[src/rtl/store_buffer_pkg.sv]
// Shared memory-port encodings and the store buffer entry layout.
// The mode field layout (size [2:1], sign [0]) is also used by the data memory and control decoder.
package store_buffer_pkg;

  localparam logic [1:0] MEM_SIZE_WORD = 2'd0;
  localparam logic [1:0] MEM_SIZE_HALF = 2'd1;
  localparam logic [1:0] MEM_SIZE_BYTE = 2'd2;
  localparam logic [1:0] MEM_SIZE_BAD  = 2'd3;

  typedef struct packed {
    logic [31:0] addr;
    logic [31:0] data;
    logic [1:0]  size;
    logic [31:0] pc;
  } sb_entry_t;

  // Stores are always unsigned in the mode field.
  function automatic logic [3:0] store_mode(input logic [1:0] size);
    return {1'b0, size, 1'b0};
  endfunction

endpackage

[src/rtl/sb_match.sv]
// Word-address comparator across all buffer slots, masked to the slots that hold pending stores.
// A slot is pending when its distance from head (mod DEPTH) is below count.
module sb_match #(
  parameter int DEPTH = 4,
  parameter int PTRW  = 2
) (
  input  logic [PTRW-1:0]         head_i,
  input  logic [PTRW:0]           count_i,
  input  logic [DEPTH-1:0][29:0]  waddr_i,
  input  logic [29:0]             ld_waddr_i,
  input  logic                    ld_req_i,
  output logic                    hit_o
);

  logic [PTRW-1:0] off;
  logic            hit;

  always_comb begin
    hit = 1'b0;
    off = '0;
    for (int i = 0; i < DEPTH; i++) begin
      off = PTRW'(i) - head_i;
      if (({1'b0, off} < count_i) && (waddr_i[i] == ld_waddr_i)) begin
        hit = 1'b1;
      end
    end
  end

  assign hit_o = ld_req_i && hit;

endmodule

[src/rtl/store_buffer.sv]
// Posted-store FIFO between MEM stage and the data memory port; drains one store per cycle
// whenever a load does not own the port. Loads hitting a pending store word stall until it drains.
module store_buffer
  import store_buffer_pkg::*;
#(
  parameter int DEPTH = 4,
  parameter int PTRW  = 2
) (
  input  logic        clk,
  input  logic        reset,
  input  logic        st_valid,
  output logic        st_ready,
  input  logic [31:0] st_addr,
  input  logic [31:0] st_data,
  input  logic [1:0]  st_size,
  input  logic [31:0] st_pc,
  input  logic        ld_req,
  input  logic [31:0] ld_addr,
  input  logic [3:0]  ld_mode,
  output logic        ld_stall,
  output logic [31:0] mem_addr,
  output logic [3:0]  mem_mode,
  output logic        mem_we,
  output logic [31:0] mem_wdata,
  output logic [31:0] mem_pc,
  output logic        empty
);

  sb_entry_t              ent_q [DEPTH];
  logic [PTRW-1:0]        head_q, head_d, tail_q, tail_d;
  logic [PTRW:0]          count_q, count_d;
  logic [DEPTH-1:0][29:0] waddr;
  sb_entry_t              head_ent;
  logic                   full, push, pop, load_own;

  always_comb begin
    for (int i = 0; i < DEPTH; i++) begin
      waddr[i] = ent_q[i].addr[31:2];
    end
  end

  sb_match #(.DEPTH(DEPTH), .PTRW(PTRW)) u_match (
    .head_i    (head_q),
    .count_i   (count_q),
    .waddr_i   (waddr),
    .ld_waddr_i(ld_addr[31:2]),
    .ld_req_i  (ld_req),
    .hit_o     (ld_stall)
  );

  assign full     = (count_q == (PTRW+1)'(DEPTH));
  assign empty    = (count_q == '0);
  assign st_ready = !full;
  assign push     = st_valid && !full;
  assign load_own = ld_req && !ld_stall;
  // A stalled load cannot own the port, so a conflict always forces a drain.
  assign pop      = !load_own && !empty;
  assign head_ent = ent_q[head_q];

  always_comb begin
    mem_addr  = ld_addr;
    mem_mode  = ld_mode;
    mem_we    = 1'b0;
    mem_wdata = '0;
    mem_pc    = '0;
    if (!load_own && !empty) begin
      mem_addr  = head_ent.addr;
      mem_mode  = store_mode(head_ent.size);
      mem_wdata = head_ent.data;
      mem_pc    = head_ent.pc;
      mem_we    = (head_ent.size != MEM_SIZE_BAD);
    end
  end

  always_comb begin
    head_d  = pop  ? head_q + 1'b1 : head_q;
    tail_d  = push ? tail_q + 1'b1 : tail_q;
    count_d = count_q;
    if (push && !pop) count_d = count_q + 1'b1;
    if (pop && !push) count_d = count_q - 1'b1;
  end

  always_ff @(posedge clk or posedge reset) begin
    if (reset) begin
      head_q  <= '0;
      tail_q  <= '0;
      count_q <= '0;
    end else begin
      head_q  <= head_d;
      tail_q  <= tail_d;
      count_q <= count_d;
    end
  end

  // Entry payload needs no reset: only slots covered by count are ever observed.
  always_ff @(posedge clk) begin
    if (push) begin
      ent_q[tail_q] <= '{addr: st_addr, data: st_data, size: st_size, pc: st_pc};
    end
  end

endmodule
[config.mk]
export PLATFORM = sky130hd
export DESIGN_NAME = store_buffer
export DESIGN_NICKNAME = d
export VERILOG_FILES = /design/src/rtl/store_buffer_pkg.sv /design/src/rtl/sb_match.sv /design/src/rtl/store_buffer.sv
export SDC_FILE = /design/constraint.sdc
export NUM_CORES = 1
export LEC_CHECK = 0
export CELL_PAD_IN_SITES_DETAIL_PLACEMENT = 0
export CELL_PAD_IN_SITES_GLOBAL_PLACEMENT = 1
export CORE_ASPECT_RATIO = 0.6
export CORE_UTILIZATION = 42
export CTS_CLUSTER_SIZE = 20
export DETAILED_ROUTE_END_ITERATION = 7
export PLACE_DENSITY = 0.85
export SYNTH_ARGS = -nofsm -noshare
export SYNTH_HDL_FRONTEND = slang
export SYNTH_SLANG_ARGS = --single-unit
[constraint.sdc]
create_clock -name clk -period 4.4 [get_ports clk]
set_input_delay 1.32 -clock clk [delete_from_list [all_inputs] [get_ports clk]]
set_output_delay 1.32 -clock clk [all_outputs]
set_load 0.02 [all_outputs]
==> run metrics <==
CTS buffer count 39; Top Usage Layer GRT met2; Seq/Total Area, Yosys 70.3%; fin crit period 5.09 ns; Area growth syn-to-layout 33.5%; Sum Neg Setup Slack -58.85 ns; Max VDD drop 0.558 mV; CTS tree yes; R2R depth 16; Cell variety after synth 32; RSZ-0062 raised after global routing true; met2 Resource Use GR 30.6%; M1 GR Usage 29.8%; reg-to-reg slack, setup 0.96 ns; worst-path maximum fanout 5; clk_lat worst skew 0.53 ns; Period Utilization, post-route 116%; area of the core 39,400 um^2; Initial DRC Count 725; worst path arrival time 3.77 ns; die height 158 um; failing checks negative setup slack; multi-input combinational cell area 5680 um^2; Yosys top cell by area edfxtp_1; Post-DP HPWL 26.7 mm; Placement Cell Area 20,900 um^2; Seq. cell area 12,000 um^2; most frequent cells in the layout edfxtp_1 (392), clkdlybuf4s50_1 (109), mux4_2 (98); Max Fclk 196 MHz; crit-path max cell delay 0.40 ns; Post-Place Worst Slack -1.55 ns; vias in the first global route 9,552; global-route wire length before repair 60.7 mm; DRC viols 0; P_leak 7.96 nW; CTS max path bufs 3; Synth warnings 0; Cell Chain, Critical Path buf_2 > buf_6 > xor2_1 > nor4_1 > nand3_2 > a2111oi_4 > nor4_4 > a21o_4 > buf_12 > buf_16 > mux2_4 > buf_6; H-Tree Depth 2; Boundary Pins 242; Die X 262 um; gr ovfl total 0; placed cells 1,641; number of hold buffers added after CTS 0; Synth area leaders edfxtp_1 (69%), mux4_2 (13%), xor2_1 (5.7%), nor2b_1 (2.4%), mux2_2 (1.6%); CTS Sinks 399; Min-Delay Path Class flop to flop; buffers added on ports 241; largest net degree at the start of global routing 91; hold_sp count_q[0]; Post-Syn Instances 876; Setup crit end kind output port; commonest non-fill, non-tap cell in the layout edfxtp_1; Final Hold Viols 0; Max-Cap Viols 0; Final Max Tran Viols 0; first-pass detailed-route iteration total 5; FF+latch count, synth 399; die area 41,300 um^2; Clk pin slew, worst setup/hold paths 0.07 ns; final setup vio count 102; power per cell area 618 nW/um^2; final worst setup slack -0.694 ns; GRT Total Usage 20.3%; GR Util met3 5.11%; critical path's slowest cell a2111oi_4; CP startpoint ld_addr[6]; Vias 9,183; Post-Layout Cell Count 1,729; Final ANT Viol Nets 0; antenna violations before repair 4; Finished Core Util 57.5%; syn avg cell area 19.4 um^2; area of the mapped netlist 17,000 um^2; Worst slew margin 29.3%; outcome finished, violations left; layout cell share with drive strength beyond 1 43.2%; R2R Path End count_q[2]; Yosys top cell area share 69.3%; Initial Util 43.1%; Layout Nets 1,326; critical setup path kind input pin to output port; Row Count 56; Routed WL 41.5 mm; CP required 3.08 ns; clock root buffer clkbuf_16; Fill cells 2,913; CP Capture Point mem_addr[3]; WL per Instance 24.0 um; startpoint type of the worst setup path input pin; via density per instance 5.31; Net Count, Synth 1,024; Least-Margin Pin Slew 1.05 ns; most used cell, CP buf_6; GP Congestion 0.869; Design Area, Final 22,700 um^2; R2R Path Start ent_q[3][96]; Fin Clk Skew 0.0141 ns
## synthesized netlist by cell type (all sizes together)
cell type and instances:
edfxtp 392, xor2 110, mux4 98, nor2b 65, buf 36, mux2 34, clkbuf 28, nor4 25
xnor2 17, inv 16, ha 9, dfrtp 7, nand3 5, nor3 5, a2111oi 4, and3 4
nand4 4, o2111ai 4, a21oi 3, and2 3, a211oi 1, a21o 1, fa 1, mux2i 1
nand2 1, nor2 1, o21ai 1
## power by group
part	internal (mW)	switching [mW]	total, mW
Clock	1.75	1.40	3.15
Sequential	5.02	0.264	5.28
Combinational	2.79	2.81	5.60
Total	9.56	4.47	14.0
## sequential cells by signal, indices dropped and copies added, names as in the netlist
signal,flops
count_q,3
ent_q,392
head_q,2
tail_q,2
## per-stage QoR
step | hold WS, ns | power, mW
6_report | 0.621 | 14.0
5_1_grt | 0.631 | 14.6
2_1_floorplan | 0.507 | 8.76
3_5_place_dp | 0.584 | 10.7
3_3_place_gp | 0.570 | 10.6
4_1_cts | 0.597 | 14.1
## repair_timing
| action | CTS | global route |
|---|---|---|
| setup endpoints to repair | 102 | 102 |
| setup buffers | 19 | 6 |
| cloned | 4 | 0 |
| resized for setup | 691 | 99 |
| pin swaps | 26 | 29 |
## worst max-delay path: cells and delay by family
family	cells	cell delay (ns)
AOI/OAI and AO/OA	2	0.66
xor gates and xnor gates	1	0.18
buffers and inverters	5	0.70
muxes	1	0.30
and+or+nand+nor	3	0.61
## routing by layer
metal,wire [um],up-vias
met1,18700,4781
met2,19200,318
li1,-,4033
met3,3100,47
met5,25,-
met4,488,4
## cells by family (layout without fill, tap and decap cells)
logic type | Yosys count | in the layout | synth area share (%)
flip-flops | 399 | 399 | 70.3
AO/OA/AOI/OAI | 14 | 15 | 0.692
other | 0 | 2 | 0
buffers and inverters | 80 | 408 | 2.11
XOR/XNOR | 127 | 127 | 6.54
multiplexers | 133 | 133 | 15.5
adder cells (fa/ha/maj) | 10 | 10 | 0.780
AND/OR/NAND/NOR | 113 | 113 | 4.06
## how the worst min path moves through the flow
stage	depth (start not counted)	to	slack (ns)
floorplan	1	count_q[0]	0.51
global placement	1	count_q[0]	0.57
detailed placement	1	count_q[0]	0.58
CTS	1	count_q[0]	0.60
global route	1	count_q[0]	0.63
finish	1	count_q[0]	0.62
## area by class of cell
class	instances	area share (%)
timing repair buffer	324	13.9
multi-input combinational	398	25.0
sequential	399	52.7
inverter	16	0.265
clock buffer	45	4.40
antenna	2	0.0221
clock inverter	23	0.772
tap	522	2.88
Power figures use the tool's default switching activity.
